`src/rtl/pipeline_ctrl_pkg.sv`:
```
// rtl/pipeline_ctrl_pkg.sv - shared state encodings and stage-control constants for the pipeline controller
package pipeline_ctrl_pkg;

    typedef enum logic [1:0] {
        ST_RUN  = 2'd0,
        ST_LU   = 2'd1,
        ST_MC   = 2'd2,
        ST_TRAP = 2'd3
    } pipe_state_e;

    typedef struct packed {
        logic pc_we;
        logic if_id_we;
        logic id_ex_we;
        logic if_id_flush;
        logic id_ex_flush;
        logic ex_mem_flush;
    } stage_ctrl_t;

    localparam stage_ctrl_t CTRL_RUN      = '{1'b1, 1'b1, 1'b1, 1'b0, 1'b0, 1'b0};
    localparam stage_ctrl_t CTRL_RESET    = '{1'b0, 1'b0, 1'b0, 1'b1, 1'b1, 1'b1};
    // Load-use keeps id_ex_we high so the bubble is actually clocked into ID/EX.
    localparam stage_ctrl_t CTRL_LU       = '{1'b0, 1'b0, 1'b1, 1'b0, 1'b1, 1'b0};
    localparam stage_ctrl_t CTRL_MC       = '{1'b0, 1'b0, 1'b0, 1'b0, 1'b0, 1'b1};
    localparam stage_ctrl_t CTRL_REDIRECT = '{1'b1, 1'b1, 1'b1, 1'b1, 1'b1, 1'b0};
    localparam stage_ctrl_t CTRL_TRAP     = '{1'b1, 1'b1, 1'b1, 1'b1, 1'b1, 1'b1};

endpackage

```
`src/rtl/pipeline_ctrl_if.sv`:
```
// rtl/pipeline_ctrl_if.sv - request/control bundle between hazard sources and the pipeline controller
interface pipeline_ctrl_if;

    logic load_use_hz;
    logic br_taken;
    logic mc_start;
    logic mc_done;
    logic trap_req;

    logic pc_we;
    logic if_id_we;
    logic id_ex_we;
    logic if_id_flush;
    logic id_ex_flush;
    logic ex_mem_flush;
    logic mc_timeout;

    modport master (
        output load_use_hz, br_taken, mc_start, mc_done, trap_req,
        input  pc_we, if_id_we, id_ex_we, if_id_flush, id_ex_flush, ex_mem_flush, mc_timeout
    );

    modport slave (
        input  load_use_hz, br_taken, mc_start, mc_done, trap_req,
        output pc_we, if_id_we, id_ex_we, if_id_flush, id_ex_flush, ex_mem_flush, mc_timeout
    );

endinterface

```
`src/rtl/pipeline_ctrl_sat_counter.sv`:
```
// rtl/pipeline_ctrl_sat_counter.sv - saturating up-counter used for pipeline perf statistics
module sat_counter #(
    parameter int W = 32
) (
    input  logic         clk,
    input  logic         rst_n,
    input  logic         inc,
    output logic [W-1:0] cnt
);

    always_ff @(posedge clk or negedge rst_n) begin
        if (!rst_n) begin
            cnt <= '0;
        end else if (inc && !(&cnt)) begin
            cnt <= cnt + W'(1);
        end
    end

endmodule

```
`src/rtl/pipeline_ctrl.sv`:
```
// rtl/pipeline_ctrl.sv - stall/flush sequencer for the 5-stage pipeline
// Optional perf counters built only when PIPE_CTRL_PERF_EN is defined.
module pipeline_ctrl
    import pipeline_ctrl_pkg::*;
#(
    parameter int LU_STALL_CYC = 1,
    parameter int MC_TIMEOUT   = 64,
    parameter int CNT_W        = 32
) (
    input  logic             clk,
    input  logic             rst_n,
    pipeline_ctrl_if.slave   bus,
    output logic [CNT_W-1:0] stall_cnt,
    output logic [CNT_W-1:0] flush_cnt
);

    localparam int         MC_W    = $clog2(MC_TIMEOUT);
    localparam logic [2:0] LU_INIT = 3'(LU_STALL_CYC - 1);
    localparam logic [MC_W-1:0] MC_LAST = MC_W'(MC_TIMEOUT - 1);

    pipe_state_e     state, state_nxt;
    logic [2:0]      lu_cnt, lu_cnt_nxt;
    logic [MC_W-1:0] mc_cnt, mc_cnt_nxt;
    stage_ctrl_t     ctrl, ctrl_o;
    logic            timeout, timeout_o;

    always_comb begin
        ctrl       = CTRL_RUN;
        state_nxt  = state;
        lu_cnt_nxt = lu_cnt;
        mc_cnt_nxt = mc_cnt;
        timeout    = 1'b0;

        // Priority chain: trap, then the trap's second flush cycle, then branch redirect.
        if (bus.trap_req) begin
            ctrl      = CTRL_TRAP;
            state_nxt = ST_TRAP;
        end else if (state == ST_TRAP) begin
            ctrl      = CTRL_REDIRECT;
            state_nxt = ST_RUN;
        end else if (bus.br_taken) begin
            ctrl      = CTRL_REDIRECT;
            state_nxt = ST_RUN;
        end else begin
            case (state)
                ST_MC: begin
                    if (bus.mc_done) begin
                        state_nxt = ST_RUN;
                    end else begin
                        ctrl       = CTRL_MC;
                        mc_cnt_nxt = mc_cnt + MC_W'(1);
                        if (mc_cnt == MC_LAST) begin
                            timeout   = 1'b1;
                            state_nxt = ST_RUN;
                        end
                    end
                end
                ST_LU: begin
                    ctrl       = CTRL_LU;
                    lu_cnt_nxt = lu_cnt - 3'd1;
                    if (lu_cnt == 3'd1) begin
                        state_nxt = ST_RUN;
                    end
                end
                default: begin
                    // A multi-cycle issue outranks a load-use hazard seen in the same cycle.
                    if (bus.mc_start) begin
                        if (!bus.mc_done) begin
                            state_nxt  = ST_MC;
                            mc_cnt_nxt = '0;
                        end
                    end else if (bus.load_use_hz) begin
                        ctrl = CTRL_LU;
                        if (LU_STALL_CYC > 1) begin
                            state_nxt  = ST_LU;
                            lu_cnt_nxt = LU_INIT;
                        end
                    end
                end
            endcase
        end
    end

    always_ff @(posedge clk or negedge rst_n) begin
        if (!rst_n) begin
            state  <= ST_RUN;
            lu_cnt <= '0;
            mc_cnt <= '0;
        end else begin
            state  <= state_nxt;
            lu_cnt <= lu_cnt_nxt;
            mc_cnt <= mc_cnt_nxt;
        end
    end

    // Hold every stage frozen and flushed while reset is asserted.
    assign ctrl_o    = rst_n ? ctrl : CTRL_RESET;
    assign timeout_o = rst_n & timeout;

    assign bus.pc_we        = ctrl_o.pc_we;
    assign bus.if_id_we     = ctrl_o.if_id_we;
    assign bus.id_ex_we     = ctrl_o.id_ex_we;
    assign bus.if_id_flush  = ctrl_o.if_id_flush;
    assign bus.id_ex_flush  = ctrl_o.id_ex_flush;
    assign bus.ex_mem_flush = ctrl_o.ex_mem_flush;
    assign bus.mc_timeout   = timeout_o;

`ifdef PIPE_CTRL_PERF_EN
    sat_counter #(.W(CNT_W)) u_stall_cnt (
        .clk   (clk),
        .rst_n (rst_n),
        .inc   (~ctrl_o.pc_we),
        .cnt   (stall_cnt)
    );

    sat_counter #(.W(CNT_W)) u_flush_cnt (
        .clk   (clk),
        .rst_n (rst_n),
        .inc   (ctrl_o.if_id_flush | ctrl_o.id_ex_flush | ctrl_o.ex_mem_flush),
        .cnt   (flush_cnt)
    );
`else
    assign stall_cnt = '0;
    assign flush_cnt = '0;
`endif

endmodule

```
`src/flat_wrapper.sv`:
```
// flat-port wrapper written by rule: the top's interface ports become plain ports
module pipeline_ctrl_flat import pipeline_ctrl_pkg::*;
#(
    parameter int LU_STALL_CYC = 1,
    parameter int MC_TIMEOUT   = 64,
    parameter int CNT_W        = 32
)
  (clk, rst_n, stall_cnt, flush_cnt, bus_load_use_hz, bus_br_taken, bus_mc_start, bus_mc_done, bus_trap_req, bus_pc_we, bus_if_id_we, bus_id_ex_we, bus_if_id_flush, bus_id_ex_flush, bus_ex_mem_flush, bus_mc_timeout);
  pipeline_ctrl_if bus_i ();
  input  logic clk;
  input  logic rst_n;
  output logic [CNT_W-1:0] stall_cnt;
  output logic [CNT_W-1:0] flush_cnt;
  input wire logic [$bits(bus_i.load_use_hz)-1:0] bus_load_use_hz;
  input wire logic [$bits(bus_i.br_taken)-1:0] bus_br_taken;
  input wire logic [$bits(bus_i.mc_start)-1:0] bus_mc_start;
  input wire logic [$bits(bus_i.mc_done)-1:0] bus_mc_done;
  input wire logic [$bits(bus_i.trap_req)-1:0] bus_trap_req;
  output wire logic [$bits(bus_i.pc_we)-1:0] bus_pc_we;
  output wire logic [$bits(bus_i.if_id_we)-1:0] bus_if_id_we;
  output wire logic [$bits(bus_i.id_ex_we)-1:0] bus_id_ex_we;
  output wire logic [$bits(bus_i.if_id_flush)-1:0] bus_if_id_flush;
  output wire logic [$bits(bus_i.id_ex_flush)-1:0] bus_id_ex_flush;
  output wire logic [$bits(bus_i.ex_mem_flush)-1:0] bus_ex_mem_flush;
  output wire logic [$bits(bus_i.mc_timeout)-1:0] bus_mc_timeout;
  assign bus_i.load_use_hz = bus_load_use_hz;
  assign bus_i.br_taken = bus_br_taken;
  assign bus_i.mc_start = bus_mc_start;
  assign bus_i.mc_done = bus_mc_done;
  assign bus_i.trap_req = bus_trap_req;
  assign bus_pc_we = bus_i.pc_we;
  assign bus_if_id_we = bus_i.if_id_we;
  assign bus_id_ex_we = bus_i.id_ex_we;
  assign bus_if_id_flush = bus_i.if_id_flush;
  assign bus_id_ex_flush = bus_i.id_ex_flush;
  assign bus_ex_mem_flush = bus_i.ex_mem_flush;
  assign bus_mc_timeout = bus_i.mc_timeout;
  pipeline_ctrl #(.LU_STALL_CYC(LU_STALL_CYC), .MC_TIMEOUT(MC_TIMEOUT), .CNT_W(CNT_W)) u_core (.clk(clk), .rst_n(rst_n), .bus(bus_i), .stall_cnt(stall_cnt), .flush_cnt(flush_cnt));
endmodule
```
`config.mk`:
```
export PLATFORM = sky130hd
export DESIGN_NAME = pipeline_ctrl_flat
export DESIGN_NICKNAME = d
export VERILOG_FILES = /design/src/rtl/pipeline_ctrl_pkg.sv /design/src/rtl/pipeline_ctrl_if.sv /design/src/rtl/pipeline_ctrl_sat_counter.sv /design/src/rtl/pipeline_ctrl.sv /design/src/flat_wrapper.sv
export SDC_FILE = /design/constraint.sdc
export NUM_CORES = 1
export LEC_CHECK = 0
export CORE_AREA = 8 8 71 73
export CTS_BUF_LIST = sky130_fd_sc_hd__clkbuf_16
export DETAILED_ROUTE_END_ITERATION = 10
export DIE_AREA = 0 0 79 81
export PLACE_DENSITY = 0.82
export REMOVE_ABC_BUFFERS = 1
export SYNTH_ARGS = -nofsm -noshare
export SYNTH_HDL_FRONTEND = slang
export SYNTH_SLANG_ARGS = --single-unit
```
`constraint.sdc`:
```
create_clock -name clk -period 2 [get_ports clk]
set_clock_uncertainty 0.15 [all_clocks]
set_input_delay 0.3 -clock clk [delete_from_list [all_inputs] [get_ports clk]]
set_output_delay 0.3 -clock clk [all_outputs]
set_load 0.01 [all_outputs]
```
==> results.toml <==
[cts]
h-tree-depth = 1
cts_root_buf = "clkbuf_16"
clk_pin_slew_ns = 0.04
cts_hold_buf = 0
cts.sinks = 11
clk_latency_ns = 0.24
cts_tree = "built"
ctsLongestPathBuffers = 2
cts_buffers = 3

[placed_design]
hpwl_um = 2050
place.gp.congestion = 0.809
io_buffers = 13
placed_cell_area_sq_um = 1290

[layout]
fill_cells = 427
final_area_sq_um = 1430
multi_input_area_sq_um = 732
fin_nets = 195
area_growth_pct = 15.5
drive_gt1_share_pct = 23.8
regArea_sq_um = 275
post-route-util_pct = 36.6
diodes = 0

[pwr]
vdd_drop_max_v = 0.000326
p_per_area_nw_per_um2 = 726
leakagePower_nw = 0.722

[sta]
rsz0062_at_grt = "true"
slew_violations = 0
period_share_pct = 106
fmax_ghz = 0.471
fin_ws_ns = -0.125
finalSetupViolations = 5
min_period_ns = 2.12
final-hold-violation-count = 0

[worst_setup_path]
required_ns = 1.97
reg2reg_to = "u_core.mc_cnt[4]"
path_class = "flop to flop"
r2r_slack_ns = -0.12
path_cells = "ha_2, buf_6, or3_4, or4_4, a22o_1"
worst_setup_path_start_kind = "flop"
cp_max_fo = 4
cp_slowest_stage_delay_ns = 0.52
crit_arrival_ns = 2.10
slowest_stage = "or4_4"
r2r_start = "u_core.state[1]"
worst_setup_path_end_kind = "flop"
reg2reg_depth = 5

[run]
drv_cap = 0

[floorplan]
rows = 23
ios = 78
start_util_pct = 31.7
die_y_um = 81
coreArea_sq_um = 3910
die_w_um = 79
dieArea_sq_um = 6400

[synthesis]
synthArstFlopShare_pct = 100
yosysTopAreaCellShare_pct = 39.4
synth_seq_cells = 11
ys_types = 33
synth.area.top_cells = "buf_4, dfrtp_1, ha_1"
synth_edf_count = 0
yosysSeqAreaShare_pct = 22.2
synth_top_cell_by_area = "buf_4"
synthCells = 149
netlist_area_sq_um = 1240
ys.flop_type = "dfrtp_1"
yosys_warnings = 0
postSynthAreaPerCell_sq_um = 8.32

[global_routing]
grt_first_pass_wirelength_um = 3770
grt_use_total_pct = 7.25
grt_pass1_vias = 882
grt_start_max_net_pins = 9
antenna_found_initial = 0
gr-total-overflow = 0

[status]
status = "finished, violations left"
violations = "setup timing"

[route]
avgRoutedWirePerCell_um = 10.8
routed_wirelength_um = 2490
vias_per_cell = 3.84
drc = 0
num_vias = 887
drt_first_pass_iters = 4
drtAntennaViolNets = 0
drt_iter0_drc = 19

[hold_path]
hp-class = "input port to async pin"
## logic make-up after synthesis
logic type | after synthesis | synth area share (%)
flip-flops | 11 | 22.2
XOR/XNOR | 2 | 1.41
AO/OA/AOI/OAI | 21 | 12.1
buffers and inverters | 73 | 41.8
multiplexers | 1 | 0.807
other | 1 | 0.302
AND/OR/NAND/NOR | 34 | 15.3
adder cells (fa/ha/maj) | 6 | 6.05
## power breakdown
| part | total, W | internal (W) | leakage (nW) | switching [W] |
|---|---|---|---|---|
| combinational | 0.000348 | 0.000160 | 0.541 | 0.000187 |
| clock | 0.000361 | 0.000262 | 0.0423 | 0.0000988 |
| sequential | 0.000331 | 0.000281 | 0.139 | 0.0000509 |
## per-layer routing
metal	track usage, %	wire length [um]	part of all wire, %	up-vias
met4	4.26	30	1.2	0
met3	2.10	265	11	2
met2	12.7	1270	51	48
met5	0	0	0	-
met1	7.59	915	37	412
li1	-	-	-	425
## cell usage after synthesis, types with 2 or more instances
master	count
nor2b_1	2
clkbuf_1	2
nand3_1	3
o21ai_0	6
xnor2_1	2
a22o_1	2
nand2b_1	5
buf_4	65
nor3_1	2
or3_4	2
inv_1	6
nor2_1	5
ha_1	6
a21oi_1	3
nand2_1	10
dfrtp_1	11
## worst max-delay path: cells and delay by family, from the launching register on
family	cells	cell delay, ns
compound gates	1	0.25
fa+ha+maj	1	0.21
buf+inv	1	0.11
flops	1	0.42
simple gates	2	0.86
## worst max-delay path by stage
stage                               start                to  slack (ns)
final                     u_core.state[1]  u_core.mc_cnt[4]       -0.12
after global routing      u_core.state[0]  bus_ex_mem_flush       -0.20
after detailed placement     bus_trap_req    bus_mc_timeout       -0.46
after global placement       bus_trap_req    bus_mc_timeout       -0.39
after CTS                 u_core.state[1]  u_core.mc_cnt[4]       -0.12
after floorplan           u_core.state[0]    bus_mc_timeout       -0.05
## flip-flops by register name, indices dropped and copies added (netlist names)
signal         cells
u_core.lu_cnt      3
u_core.mc_cnt      6
u_core.state       2
## cell usage in the layout, fill, tap and decap left out, drive strengths merged, types with 2 or more instances in the layout
cell type / netlist / final
or3: 2 / 2
nand2: 10 / 10
ha: 6 / 6
clkdlybuf4s50: 0 / 6
dfrtp: 11 / 11
a22o: 2 / 2
conb: 1 / 64
nor3: 2 / 2
a21oi: 3 / 3
nor2b: 2 / 2
nor2: 5 / 5
xnor2: 2 / 2
inv: 6 / 7
o21ai: 6 / 6
buf: 65 / 24
nand2b: 5 / 5
nand3: 3 / 3
nor4: 2 / 2
clkbuf: 2 / 3
## timing repair
item                       CTS  global route
setup endpoints to repair   13            13
resized for setup           35             5
pin swaps                    4             3
setup buffers                3             1
## through the flow
stage	TNS (ns)	hold WS [ns]	worst slack (ns)	std cells	power (W)
after global placement	-3.49	0.304	-0.386	224	0.000638
after floorplan	-0.0522	-0.146	-0.0522	145	0.000531
final	-0.497	0.273	-0.125	231	0.00104
after detailed placement	-3.65	0.324	-0.460	224	0.000653
after CTS	-0.428	0.253	-0.115	231	0.00104
after global routing	-1.35	0.283	-0.198	231	0.00111
## layout make-up
class / count / area share, %
Clock buffer: 3 / 5.24
Clock inverter: 1 / 0.262
Inverter: 6 / 1.57
Multi-Input combinational cell: 128 / 51.1
Sequential cell: 11 / 19.2
Tap cell: 50 / 4.37
Timing Repair Buffer: 32 / 18.3
Power figures use the tool's default switching activity.
